==> src/rtl/pc_stack_unit.sv <==
// Program counter with optional return-address stack for CALL/RET.
// Define PC_CALL_STACK_EN to build the stack in; otherwise CALL acts as JMP, RET as INC.
module pc_stack_unit #(
    parameter int AW    = 10,
    parameter int DEPTH = 8
) (
    input  logic                       clk,
    input  logic                       reset,
    input  logic                       en,
    input  logic [2:0]                 op,
    input  logic [AW-1:0]              target,
    input  logic [AW-1:0]              offset,
    input  logic                       err_clr,
    output logic [AW-1:0]              pc_out,
    output logic [$clog2(DEPTH):0]     sp_count,
    output logic                       empty,
    output logic                       full,
    output logic                       ovf_err,
    output logic                       unf_err
);

    localparam int SW = $clog2(DEPTH) + 1;
    localparam int IW = $clog2(DEPTH);

    typedef enum logic [2:0] {
        OP_HOLD = 3'b000,
        OP_INC  = 3'b001,
        OP_JMP  = 3'b010,
        OP_BR   = 3'b011,
        OP_CALL = 3'b100,
        OP_RET  = 3'b101
    } op_t;

    logic [AW-1:0] pc_inc;
    logic [AW-1:0] pc_next;
    logic [AW-1:0] stack_top;

    assign pc_inc = pc_out + AW'(1);
    assign empty  = (sp_count == '0);
    assign full   = (sp_count == SW'(DEPTH));

    // Two's-complement offset: plain modular addition gives the signed result.
    always_comb begin
        pc_next = pc_out;
        case (op_t'(op))
            OP_INC:  pc_next = pc_inc;
            OP_JMP:  pc_next = target;
            OP_BR:   pc_next = pc_out + offset;
            OP_CALL: pc_next = target;
`ifdef PC_CALL_STACK_EN
            OP_RET:  pc_next = empty ? pc_inc : stack_top;
`else
            OP_RET:  pc_next = pc_inc;
`endif
            default: pc_next = pc_out;
        endcase
    end

    always_ff @(posedge clk) begin
        if (reset) begin
            pc_out <= '0;
        end else if (en) begin
            pc_out <= pc_next;
        end
    end

`ifdef PC_CALL_STACK_EN
    logic [AW-1:0] stack_mem [DEPTH];
    logic [SW-1:0] sp_dec;
    logic          push;
    logic          pop;
    logic          ovf_set;
    logic          unf_set;

    assign sp_dec    = sp_count - SW'(1);
    assign stack_top = stack_mem[sp_dec[IW-1:0]];
    assign push      = en && (op == OP_CALL) && !full;
    assign pop       = en && (op == OP_RET) && !empty;
    assign ovf_set   = en && (op == OP_CALL) && full;
    assign unf_set   = en && (op == OP_RET) && empty;

    // Storage is not reset; entries at or above sp_count are never read.
    always_ff @(posedge clk) begin
        if (push) begin
            stack_mem[sp_count[IW-1:0]] <= pc_inc;
        end
    end

    always_ff @(posedge clk) begin
        if (reset) begin
            sp_count <= '0;
        end else if (push) begin
            sp_count <= sp_count + SW'(1);
        end else if (pop) begin
            sp_count <= sp_dec;
        end
    end

    // A new error in the same cycle as err_clr wins.
    always_ff @(posedge clk) begin
        if (reset) begin
            ovf_err <= 1'b0;
            unf_err <= 1'b0;
        end else begin
            if (ovf_set) begin
                ovf_err <= 1'b1;
            end else if (err_clr) begin
                ovf_err <= 1'b0;
            end
            if (unf_set) begin
                unf_err <= 1'b1;
            end else if (err_clr) begin
                unf_err <= 1'b0;
            end
        end
    end
`else
    logic unused_inputs;

    assign stack_top     = '0;
    assign sp_count      = '0;
    assign ovf_err       = 1'b0;
    assign unf_err       = 1'b0;
    assign unused_inputs = &{1'b0, err_clr, stack_top};
`endif

endmodule

==> config.mk <==
export PLATFORM = sky130hd
export DESIGN_NAME = pc_stack_unit
export DESIGN_NICKNAME = d
export VERILOG_FILES = /design/src/rtl/pc_stack_unit.sv
export SDC_FILE = /design/constraint.sdc
export NUM_CORES = 1
export LEC_CHECK = 0
export CAP_MARGIN = 20
export CELL_PAD_IN_SITES_DETAIL_PLACEMENT = 1
export CELL_PAD_IN_SITES_GLOBAL_PLACEMENT = 2
export CORE_MARGIN = 8
export CORE_UTILIZATION = 22
export CTS_CLUSTER_SIZE = 10
export DETAILED_ROUTE_END_ITERATION = 10
export HOLD_SLACK_MARGIN = 0.06
export PLACE_DENSITY_LB_ADDON = 0.2
export RECOVER_POWER = 25
export SLEW_MARGIN = 0
export SYNTH_ARGS = -nofsm -noshare
export SYNTH_HDL_FRONTEND = slang
export SYNTH_SLANG_ARGS = --single-unit
==> constraint.sdc <==
create_clock -name clk -period 2.7 [get_ports clk]
set_input_delay 0.405 -clock clk [delete_from_list [all_inputs] [get_ports clk]]
set_output_delay 0.405 -clock clk [all_outputs]
set_load 0.005 [all_outputs]
Yosys cells after proc, flatten, opt, wreduce, memory -nomap -nowiden:

Cells that the tools add are included.

* add/sub/neg operators: 2
* equality and inequality tests: 5
* multiplexer cells: 1
* reduce and logical (&&, ||, !) cells: 4

Operators with widths (number)
* $pmux 10 s3: 1
* $add 10x1->10 const B: 1
* $add 10x10->10: 1
* $eq 3x2->1 const B: 2
* $eq 3x3->1 const B: 2
* $reduce_or 2->1: 2
* $eq 3x1->1 const B: 1
* $reduce_bool 3->1: 1
* $reduce_and 2->1: 1

* flip-flop bits (word level): 10
* bits of input ports: 27
* output and inout bits: 18

Longest topological paths before layout:

Gate-level depths: netlist (run 1).

* depth after elaboration: 4
* depth in mapped cells: 10

Worst setup path before layout (run 1):

OpenSTA, ideal clock, no wires.

* path kind: input to register
* start: input op[1]
* end: register pc_out[6]
* setup time: 0.128 ns
* arrival time: 2.203 ns
* slack: 0.369 ns
* stages: 10
* buffers on the path: 0
* cells stage by stage: nand2b_1 nand2b_1 ha_1 fa_1 a21o_1 a21oi_1 o21ai_0 xor2_1 a222oi_1 nor2_1

* cells in the longest elaborated chain, start to end: 4
* elaborated cells on any way between the ends: 10
* classes of those cells: eq/ne (5); mux (1); reduce/logical (4)

RTL lines
* start, declared: line 10 `input logic [2:0] op,`
* $eq 3x3->1, or another cell as far along: line 45 `case (op_t'(op))`
* $reduce_or 2->1 (no line)
* $reduce_bool 3->1 (no line)
* $reduce_and 2->1 (no line)
* end signal, assigned: line 63 `pc_out <= pc_next;`
* end, declared: line 14 `output logic [AW-1:0] pc_out,`

Parallel ways exist; a longest one is shown, timed or not.
A chain may end at the register's enable or synchronous reset.

Worst setup path after layout (run 1):

* start: input op[0]
* end: register pc_out[9]

Same word-level chain as after synthesis.

==> summary.txt, run 1 <==
Run status
  • Status: completed

Clock tree
  • # clock sinks: 10
  • CTS max path bufs: 2
  • Worst-skew pair later-pin latency: about 0.24 ns
  • Reg clk slew, reported paths: approximately 0.060 ns
  • CTS Buf Count: 3
  • H-tree levels: 1
  • CTS Root Buffer Type: clkbuf_8
  • CTS tree: yes

Floorplan
  • Core area: about 0.0046 sq mm
  • Io pins: 45
  • Die Span X: between 80 and 90 um
  • Die Ht: around 84 um
  • Initial Util: about 22%
  • Floorplan row count: 25
  • Die Footprint: 0.00711 sq mm

Logic synthesis
  • Register bit total from synthesis: 10
  • Synthesized area: between 0.001 and 0.0015 sq mm
  • Asr flop ratio synth: 0%
  • Gate Count Post-Synth: roughly 130
  • Main combinational cell family by area after synthesis: simple AND/OR/NAND/NOR gates
  • Mux contribution to synthesized area: a little under 4%
  • Synth Area in Adders: 12.9%
  • Ys flop type: dfxtp_1
  • Synth Area in Compound Gates: roughly 22%
  • Sequential share of the synthesized area: 19.5%
  • Netlist cell types: 39
  • Synthesis warning total: 0
  • Number of synthesized flops with an enable pin: 0
  • Synth Area in XOR/XNOR: about 7.7%
  • Syn avg cell area: roughly 8.0 sq um
  • Synth Area in Simple Gates: between 20% and 30%

Final layout
  • Top reg by flops: pc_out
  • Largest register FFs: 10
  • Top Registers: pc_out x10
  • P&R area growth vs syn: 60.7%
  • N_diodes: 0
  • Most frequent cells in the layout: clkdlybuf4s50_1 (31), buf_4 (19), nor2_1 (11)
  • Fillers: ~550
  • Final #Nets: roughly 220
  • Most common cell after layout, fill and taps aside: clkdlybuf4s50_1
  • Share of layout cells above drive strength 1: around a fifth

Setup path
  • CP required: between 2 and 3 ns
  • Slowest CP cell: clkdlybuf4s50_1
  • Setup crit start kind: input pin
  • CP dominant cell by count: a21o_1
  • Setup Crit Path Kind: input pin to flop
  • Worst path arrival time: 2.77 ns
  • Crit Path Max Fanout: 5
  • Worst Path Buf+Inv: 2
  • Crit end category: flop
  • Peak per-stage delay on the critical path: ~0.53 ns
  • Top delay family on crit path: compound AO/OA/AOI/OAI gates
  • Worst path cell trace: clkdlybuf4s50_1 > nand2b_4 > buf_4 > and2_1 > ha_1 > a21o_1 > a21o_1 > a221oi_2 > xnor2_1 > nand3b_1 > a21oi_1

Job
  • Max-cap viol count: 0

Route
  • Wire per inst: roughly 15 um
  • # DRC: 0
  • Vias: 1093
  • Final WL: roughly 3.6 mm
  • Post-DR vias/cell: roughly 4.7
  • DRT iter0 DRCs: 45
  • Initial DRT Pass Iterations: 5
  • Post-route ant nets: 0

Pwr
  • Comb pwr share: between 40% and 50%
  • Sequential share of power: between 20% and 30%
  • P_int: approximately 0.46 mW
  • Clock power frac: around 30%
  • Sw Share: between 30% and 40%
  • Leak pwr: about 0.70 nW
  • Power Total: 0.676 mW
  • Peak VDD IR: roughly 0.00014 V
  • P_sw: 0.216 mW
  • Pwr dens: slightly above 400 mW/mm^2

Timing
  • Final number of hold-violating endpoints: 0
  • Final Setup Violations: 0
  • Min Tclk post-route: 2.61 ns
  • Worst rel slew slack: around two thirds
  • Period utilisation layout: a little over nine tenths
  • Worst-Margin Slew: around 0.5 ns
  • Hold slack: around 0.53 ns
  • FMAX: 384 MHz
  • RSZ-0062 raised after global routing: false
  • Skew final: around 0.0023 ns
  • Pins over their slew limit: 0

Global route
  • GRT Overall Usage: around a tenth
  • First-pass GRT wire length: roughly 6.0 mm
  • Vias in the first global route: around 1300
  • Initial antenna violation count: 0
  • Total grt overflow: 0
  • Largest net degree at the start of global routing: 17

Placement
  • # port buffers: 35
  • Routability cong.: around 0.7
  • Hpwl dp: about 2.8 mm

Worst hold path
  • Hold Crit Class: flop to flop
## metal layers
metal	global-route usage [%]	part of all wire (%)	up-vias
met5	0	0	-
met3	2.03	3.6	2
met4	4.17	0.94	0
met2	18.3	51	25
met1	11.4	44	524
li1	-	-	542
## area by class of cell
| class | count | area (sq um) | share of cell area, % |
|---|---|---|---|
| well taps | 54 | 67.6 | 4.09 |
| repair buffers | 54 | 493 | 29.9 |
| inverters | 2 | 7.51 | 0.455 |
| flip-flops and latches | 10 | 200 | 12.1 |
| multi-input cells | 109 | 827 | 50.1 |
| clock buffers | 4 | 55.1 | 3.34 |
## Yosys cell counts, types with 3 or more instances
library cell	n	area [sq um]
and2_1	10	62.6
nor2_1	11	41.3
a21o_1	3	22.5
o211ai_1	3	22.5
a21oi_1	8	40.0
buf_2	3	15.0
mux2i_1	4	40.0
o21ai_0	5	25.0
nand2_1	10	37.5
a211oi_1	3	22.5
ha_1	9	113
dfxtp_1	10	200
nand3_1	3	15.0
xnor2_1	6	52.6
buf_4	8	60.1
xor2_1	3	26.3
## cell families (layout without fill, tap and decap cells)
logic type	count (synthesis)	after routing
simple gates	45	45
mux	4	4
other cells	2	8
buf+inv	15	60
compound gates	33	33
flops	10	10
fa+ha+maj	10	10
xor+xnor	9	9
## worst register-to-register path: stages (launching register included)
cell	delay (ns)
dfxtp_1	0.32
ha_1	0.24
fa_2	0.35
a21o_1	0.19
a21oi_2	0.18
o21ai_1	0.11
xor2_1	0.15
a222oi_1	0.25
nor2_1	0.07
## path summary, 6_finish.rpt
path,start,end,slack (ns),cells after the start
setup / recovery,op[0],pc_out[9]$_SDFFE_PP0P_,0.09,11
hold / removal,pc_out[0]$_SDFFE_PP0P_,pc_out[0]$_SDFFE_PP0P_,0.53,2
setup reg to reg,pc_out[0]$_SDFFE_PP0P_,pc_out[6]$_SDFFE_PP0P_,0.72,8
hold reg to reg,pc_out[0]$_SDFFE_PP0P_,pc_out[0]$_SDFFE_PP0P_,0.53,2
## power by group through the flow
stage	clock network [mW]	logic (mW)	registers (mW)
CTS	0.210	0.279	0.177
global route	0.217	0.324	0.182
global placement	0	0.263	0.179
finish	0.202	0.294	0.179
detailed placement	0	0.270	0.180
floorplan	0	0.151	0.178
## per-stage QoR
stage / area, sq um / std cells / TNS [ns] / utilization (%) / setup WS, ns
6_report: 1650 / 233 / 0 / 35.9 / 0.0936
5_1_grt: 1650 / 233 / 0 / 35.9 / 0.000479
4_1_cts: 1580 / 232 / 0 / 34.3 / 0.0270
3_5_place_dp: 1500 / 226 / -1.08 / 32.6 / -0.287
3_3_place_gp: 1500 / 226 / -0.808 / 32.6 / -0.240
2_1_floorplan: 1050 / 134 / 0 / - / 0.369
## repair_timing
action / 4_1_cts / 5_1_grt
hold buffers: 0 / 0
setup buffers: 2 / 1
gates cloned: 0 / 0
gates resized for setup: 2 / 11
endpoints found under the setup margin: 2 / 5
pin swaps: 1 / 3
(Power assumes the default switching activity.)
==> run 2, diff against run 1 <==
Settings changed: ABC_AREA from default to 1, CORE_UTILIZATION 22 to 21.
==> summary.txt, run 2 <==
Timing
  • Final number of hold-violating endpoints: 0
  • FMAX: 402 MHz
  • Period utilisation layout: just over 90%
  • Pins over their slew limit: 0
  • Final WS setup: 0.214 ns
  • Final Setup Violations: 0
  • Skew final: 0.00390 ns
  • Min Tclk post-route: ~2.5 ns
  • RSZ-0062 raised after global routing: false

Floorplan
  • Floorplan row count: 26
  • Core area: approximately 0.005 sq mm
  • Initial Util: about 22%
  • Io pins: 45
  • Die Ht: 87.9 um
  • Die Span X: 87.9 um
  • Die Footprint: slightly below 0.008 sq mm

Placement
  • Routability cong.: 0.707
  • Dpl ws: -0.155 ns
  • # port buffers: 35
  • Hpwl dp: 2.99 mm

Setup path
  • R2R Setup Slk: 0.99 ns
  • Setup Crit Path Kind: input pin to flop
  • RR Startpoint: pc_out[0]$_SDFFE_PP0P_
  • Crit Path Max Fanout: 3
  • Setup crit start kind: input pin
  • Reg2reg end: pc_out[8]$_SDFFE_PP0P_
  • Reg2reg path depth: 10
  • Worst path arrival time: between 2 and 3 ns
  • Crit end category: flop
  • CP required: approximately 2.8 ns

Clock tree
  • Reg clk slew, reported paths: 0.04 ns
  • Post-CTS Repair Setup Buffers: 0
  • CTS Buf Count: 3
  • Worst-skew pair later-pin latency: 0.24 ns
  • CTS max path bufs: 2
  • H-tree levels: 1
  • CTS tree: yes
  • Hold-fix buffers, CTS: 0
  • CTS Root Buffer Type: clkbuf_8
  • # clock sinks: 10

Pwr
  • Leak pwr: roughly 0.82 nW
  • Pwr dens: around 370 mW/mm^2
  • Power Total: between 0.5 and 0.6 mW
  • Peak VDD IR: approximately 0.00012 V

Logic synthesis
  • Area leader, netlist: dfxtp_1
  • Ys flop type: dfxtp_1
  • Netlist cell types: 26
  • Register bit total from synthesis: 10
  • Synthesis warning total: 0
  • Yosys top cell area share: 18.4%
  • Asr flop ratio synth: 0%
  • Gate Count Post-Synth: approximately 180
  • Synth area leaders: dfxtp_1 (18%), nand2_1 (17%), inv_1 (11%), ha_1 (10%), nand3_1 (7.8%)
  • Sequential share of the synthesized area: around 18%
  • Count leader, synth: nand2_1
  • Syn avg cell area: ~6.0 sq um
  • Synthesized area: ~0.0011 sq mm
  • Number of synthesized flops with an enable pin: 0
  • Synth cell count leaders: nand2_1 (50), inv_1 (32), nand3_1 (17)

Worst hold path
  • Hold Crit Class: flop to flop
  • Hold depth: 2
  • Hold path endpoint: pc_out[8]$_SDFFE_PP0P_
  • Hold path start: pc_out[8]$_SDFFE_PP0P_

Route
  • Initial DRT Pass Iterations: 4
  • Wire per inst: about 12 um
  • DRT iter0 DRCs: 19
  • Post-route ant nets: 0
  • Final WL: roughly 3.6 mm
  • Post-DR vias/cell: roughly 4.1
  • # DRC: 0
  • Vias: 1202

Global route
  • GRT Overall Usage: 9.80%
  • Largest net degree at the start of global routing: 18
  • Initial antenna violation count: 0
  • First-pass GRT wire length: roughly 5.9 mm
  • Vias in the first global route: around 1300
  • Total grt overflow: 0

Final layout
  • N_diodes: 0
  • Share of layout cells above drive strength 1: about 7.6%
  • P&R area growth vs syn: 44.9%
  • Top reg by flops: pc_out
  • Top Registers: pc_out x10
  • Final #Nets: ~260
  • Most common cell after layout, fill and taps aside: nand2_1
  • Fillers: around 650
  • Most frequent cells in the layout: nand2_1 (50), inv_1 (32), clkdlybuf4s50_1 (30)
  • Largest register FFs: 10

Run status
  • Status: completed

Job
  • Max-cap viol count: 0
run 2: metal layers:
metal | global-route usage, % | vias up | wire length [um]
li1 | - | 640 | -
met1 | 12.2 | 531 | 1770
met2 | 15.6 | 26 | 1570
met3 | 1.69 | 5 | 143
met4 | 5.16 | 0 | 74
met5 | 0 | - | 0
run 2: report_power, final:
group / internal [mW] / switching, mW / total (mW) / leakage, nW
Combinational: 0.122 / 0.127 / 0.248 / 0.717
Clock: 0.0975 / 0.0567 / 0.154 / 0.0216
Sequential: 0.162 / 0.0144 / 0.176 / 0.0825
Total: 0.381 / 0.198 / 0.579 / 0.821
run 2: cell type report:
type / count / area, sq um / area share (%)
Inverter: 33 / 124 / 7.87
Timing Repair Buffer: 42 / 403 / 25.6
Tap cell: 70 / 87.6 / 5.56
Multi-Input combinational cell: 135 / 718 / 45.6
Clock buffer: 3 / 41.3 / 2.62
Sequential cell: 10 / 200 / 12.7
run 2: what timing repair did:
action	4_1_cts	5_1_grt
setup endpoints to repair	0	2
gates resized for setup	0	3
hold endpoints to repair	0	0
run 2: kinds of logic after synthesis:
| family | after synthesis | share of synthesized area (%) |
|---|---|---|
| fa+ha+maj | 10 | 12.2 |
| compound gates | 24 | 12.8 |
| simple gates | 90 | 34.8 |
| flops | 10 | 18.4 |
| xor+xnor | 3 | 2.42 |
| other cells | 2 | 0.692 |
| buf+inv | 43 | 18.7 |
run 2: how the worst max path moves through the flow:
stage                     start                     end  slack (ns)  depth (start not counted)
after floorplan           op[1]  pc_out[6]$_SDFFE_PP0P_        0.44                         14
after global placement    op[1]  pc_out[8]$_SDFFE_PP0P_       -0.11                         15
after detailed placement  op[1]  pc_out[8]$_SDFFE_PP0P_       -0.15                         15
after CTS                 op[1]  pc_out[8]$_SDFFE_PP0P_        0.09                         15
after global routing      op[1]  pc_out[6]$_SDFFE_PP0P_        0.04                         15
final                     op[1]  pc_out[8]$_SDFFE_PP0P_        0.21                         15
run 2: through the flow:
stage / area (sq um) / utilization, % / setup TNS [ns] / hold slack [ns] / cells
2_1_floorplan: 1110 / - / 0 / 0.467 / 188
3_3_place_gp: 1520 / 30.1 / -0.216 / 0.487 / 290
3_5_place_dp: 1520 / 30.1 / -0.324 / 0.491 / 290
4_1_cts: 1560 / 31.0 / 0 / 0.498 / 293
5_1_grt: 1570 / 31.2 / 0 / 0.527 / 293
6_report: 1570 / 31.2 / 0 / 0.491 / 293
run 2: worst max-delay path: stages:
cell and delay [ns]:
clkdlybuf4s50_1 0.47, inv_1 0.04, nand2_1 0.07, clkinv_1 0.09, or2_2 0.28, ha_1 0.23
fa_2 0.37, nand3_1 0.11, nand3_2 0.11, nand2_1 0.12, nand2_1 0.06, nand2_1 0.05
nand3_1 0.08, nand2_1 0.07, a21oi_1 0.05
==> run 3, diff against run 2 <==
Settings changed: CORE_MARGIN 8 to 10.
==> summary.txt, run 3 (synthesis results as in run 2) <==
Run status
  • Status: completed

Worst hold path
  • Hold path endpoint: pc_out[8]$_SDFFE_PP0P_
  • Hold path start: pc_out[8]$_SDFFE_PP0P_
  • Hold depth: 2
  • Hold Crit Class: flop to flop

Placement
  • Hpwl dp: 3.06 mm
  • Placed cell areas: around 0.0015 sq mm
  • Dpl ws: -0.125 ns
  • # port buffers: 35
  • Routability cong.: ~0.7

Clock tree
  • Post-CTS Repair Setup Buffers: 0
  • CTS Root Buffer Type: clkbuf_8
  • Worst-skew pair later-pin latency: approximately 0.24 ns
  • CTS Buf Count: 3
  • Reg clk slew, reported paths: 0.05 ns
  • H-tree levels: 1
  • CTS-repair resized insts: 0
  • CTS max path bufs: 2
  • # clock sinks: 10
  • Hold-fix buffers, CTS: 0
  • CTS tree: yes

Global route
  • Largest net degree at the start of global routing: 18
  • Initial antenna violation count: 0
  • GRT busiest layer: met2
  • GR met2 Demand/Resource: approximately 15%
  • Met1 Use GR: a little over a tenth
  • First-pass GRT wire length: ~6.0 mm
  • Total grt overflow: 0
  • GRT Overall Usage: between 8 and 9%
  • Vias in the first global route: 1282
  • Met3 GRT Util: 1.14%

Final layout
  • Share of layout cells above drive strength 1: under 10%
  • Final Core Density: approximately 31%
  • Top Registers: pc_out x10
  • Final Cell Area: about 0.0016 sq mm
  • Most common cell after layout, fill and taps aside: nand2_1
  • Top reg by flops: pc_out
  • P&R area growth vs syn: 45.3%
  • Final #Nets: 262
  • Most frequent cells in the layout: nand2_1 (50), inv_1 (32), clkdlybuf4s50_1 (32)
  • N_diodes: 0
  • Largest register FFs: 10

Setup path
  • Crit Path Max Fanout: 3
  • Reg2reg end: pc_out[6]$_SDFFE_PP0P_
  • RR Startpoint: pc_out[0]$_SDFFE_PP0P_
  • Worst path arrival time: roughly 2.6 ns
  • CP required: 2.82 ns
  • Setup crit start kind: input pin
  • Reg2reg path depth: 10
  • Crit end category: flop
  • R2R Setup Slk: between 0.9 and 1 ns
  • Setup Crit Path Kind: input pin to flop

Floorplan
  • Initial Util: between 20% and 30%
  • Die Ht: 91.9 um
  • Io pins: 45
  • Core area: ~0.0051 sq mm
  • Floorplan row count: 26
  • Die Span X: ~92 um
  • Die Footprint: between 0.008 and 0.009 sq mm

Pwr
  • Leak pwr: between 0.8 and 0.9 nW
  • Pwr dens: between 300 and 400 mW/mm^2
  • Peak VDD IR: 0.000156 V

Route
  • # DRC: 0
  • DRT iter0 DRCs: 14
  • Final WL: approximately 3.5 mm
  • Wire per inst: about 12 um
  • Initial DRT Pass Iterations: 2
  • Post-route ant nets: 0
  • Vias: approximately 1200
  • Post-DR vias/cell: ~4

Timing
  • Skew final: ~0.0046 ns
  • Hold slack: around 0.5 ns
  • Pins over their slew limit: 0
  • Min Tclk post-route: ~2.5 ns
  • Final number of hold-violating endpoints: 0
  • Final WS setup: 0.204 ns
  • RSZ-0062 raised after global routing: true
  • FMAX: 401 MHz
  • Period utilisation layout: between 90 and 100%
  • Final Setup Violations: 0

Job
  • Max-cap viol count: 0
## run 3: cell types whose count changed in the layout (fill, tap and decap cells not counted), sizes merged
cell,previous run,this run
clkdlybuf4s50,30,32
dlygate4sd3,5,3
clkbuf,3,4
## run 3: critical path, stage by stage
cell             delay, ns
clkdlybuf4s50_1       0.47
inv_1                 0.04
nand2_1               0.07
clkinv_1              0.08
or2_2                 0.27
ha_1                  0.22
fa_2                  0.36
nand3_1               0.10
nand3_1               0.13
nand3_1               0.12
nand2_1               0.06
nand2_1               0.06
nand3_1               0.09
nand2_1               0.07
a21oi_1               0.05
## run 3: layer usage
metal	part of all wire, %	routed length [um]
met1	50	1790
met2	46	1630
met5	0	0
met3	2.6	93
met4	1.1	40
## run 3: power breakdown
part           internal, mW  total (mW)  switching, mW
Clock                 0.129       0.191         0.0623
Combinational         0.122       0.247          0.125
Sequential            0.161       0.176         0.0142
Total                 0.412       0.614          0.202
## run 3: metrics by stage
step / std cells / setup TNS (ns) / power, mW
floorplan: 188 / 0 / 0.325
global placement: 290 / -0.230 / 0.429
detailed placement: 290 / -0.242 / 0.430
CTS: 294 / 0 / 0.625
global route: 294 / -0.00431 / 0.664
finish: 294 / 0 / 0.614
## run 3: worst max path at each step
stage | cells past startpoint | slack (ns) | from | end
after floorplan | 14 | 0.44 | op[1] | pc_out[6]$_SDFFE_PP0P_
after global placement | 15 | -0.12 | op[1] | pc_out[8]$_SDFFE_PP0P_
after detailed placement | 15 | -0.13 | op[1] | pc_out[8]$_SDFFE_PP0P_
after CTS | 15 | 0.12 | op[1] | pc_out[8]$_SDFFE_PP0P_
after global routing | 15 | -0.004 | op[1] | pc_out[8]$_SDFFE_PP0P_
final | 15 | 0.20 | op[1] | pc_out[6]$_SDFFE_PP0P_
## run 3: cell type report
cell class	count	area, sq um
fill	685	3500
tap	70	87.6
sequential	10	200
multi-input combinational	135	708
timing repair buffer	42	403
inverter	33	124
clock buffer	4	55.1
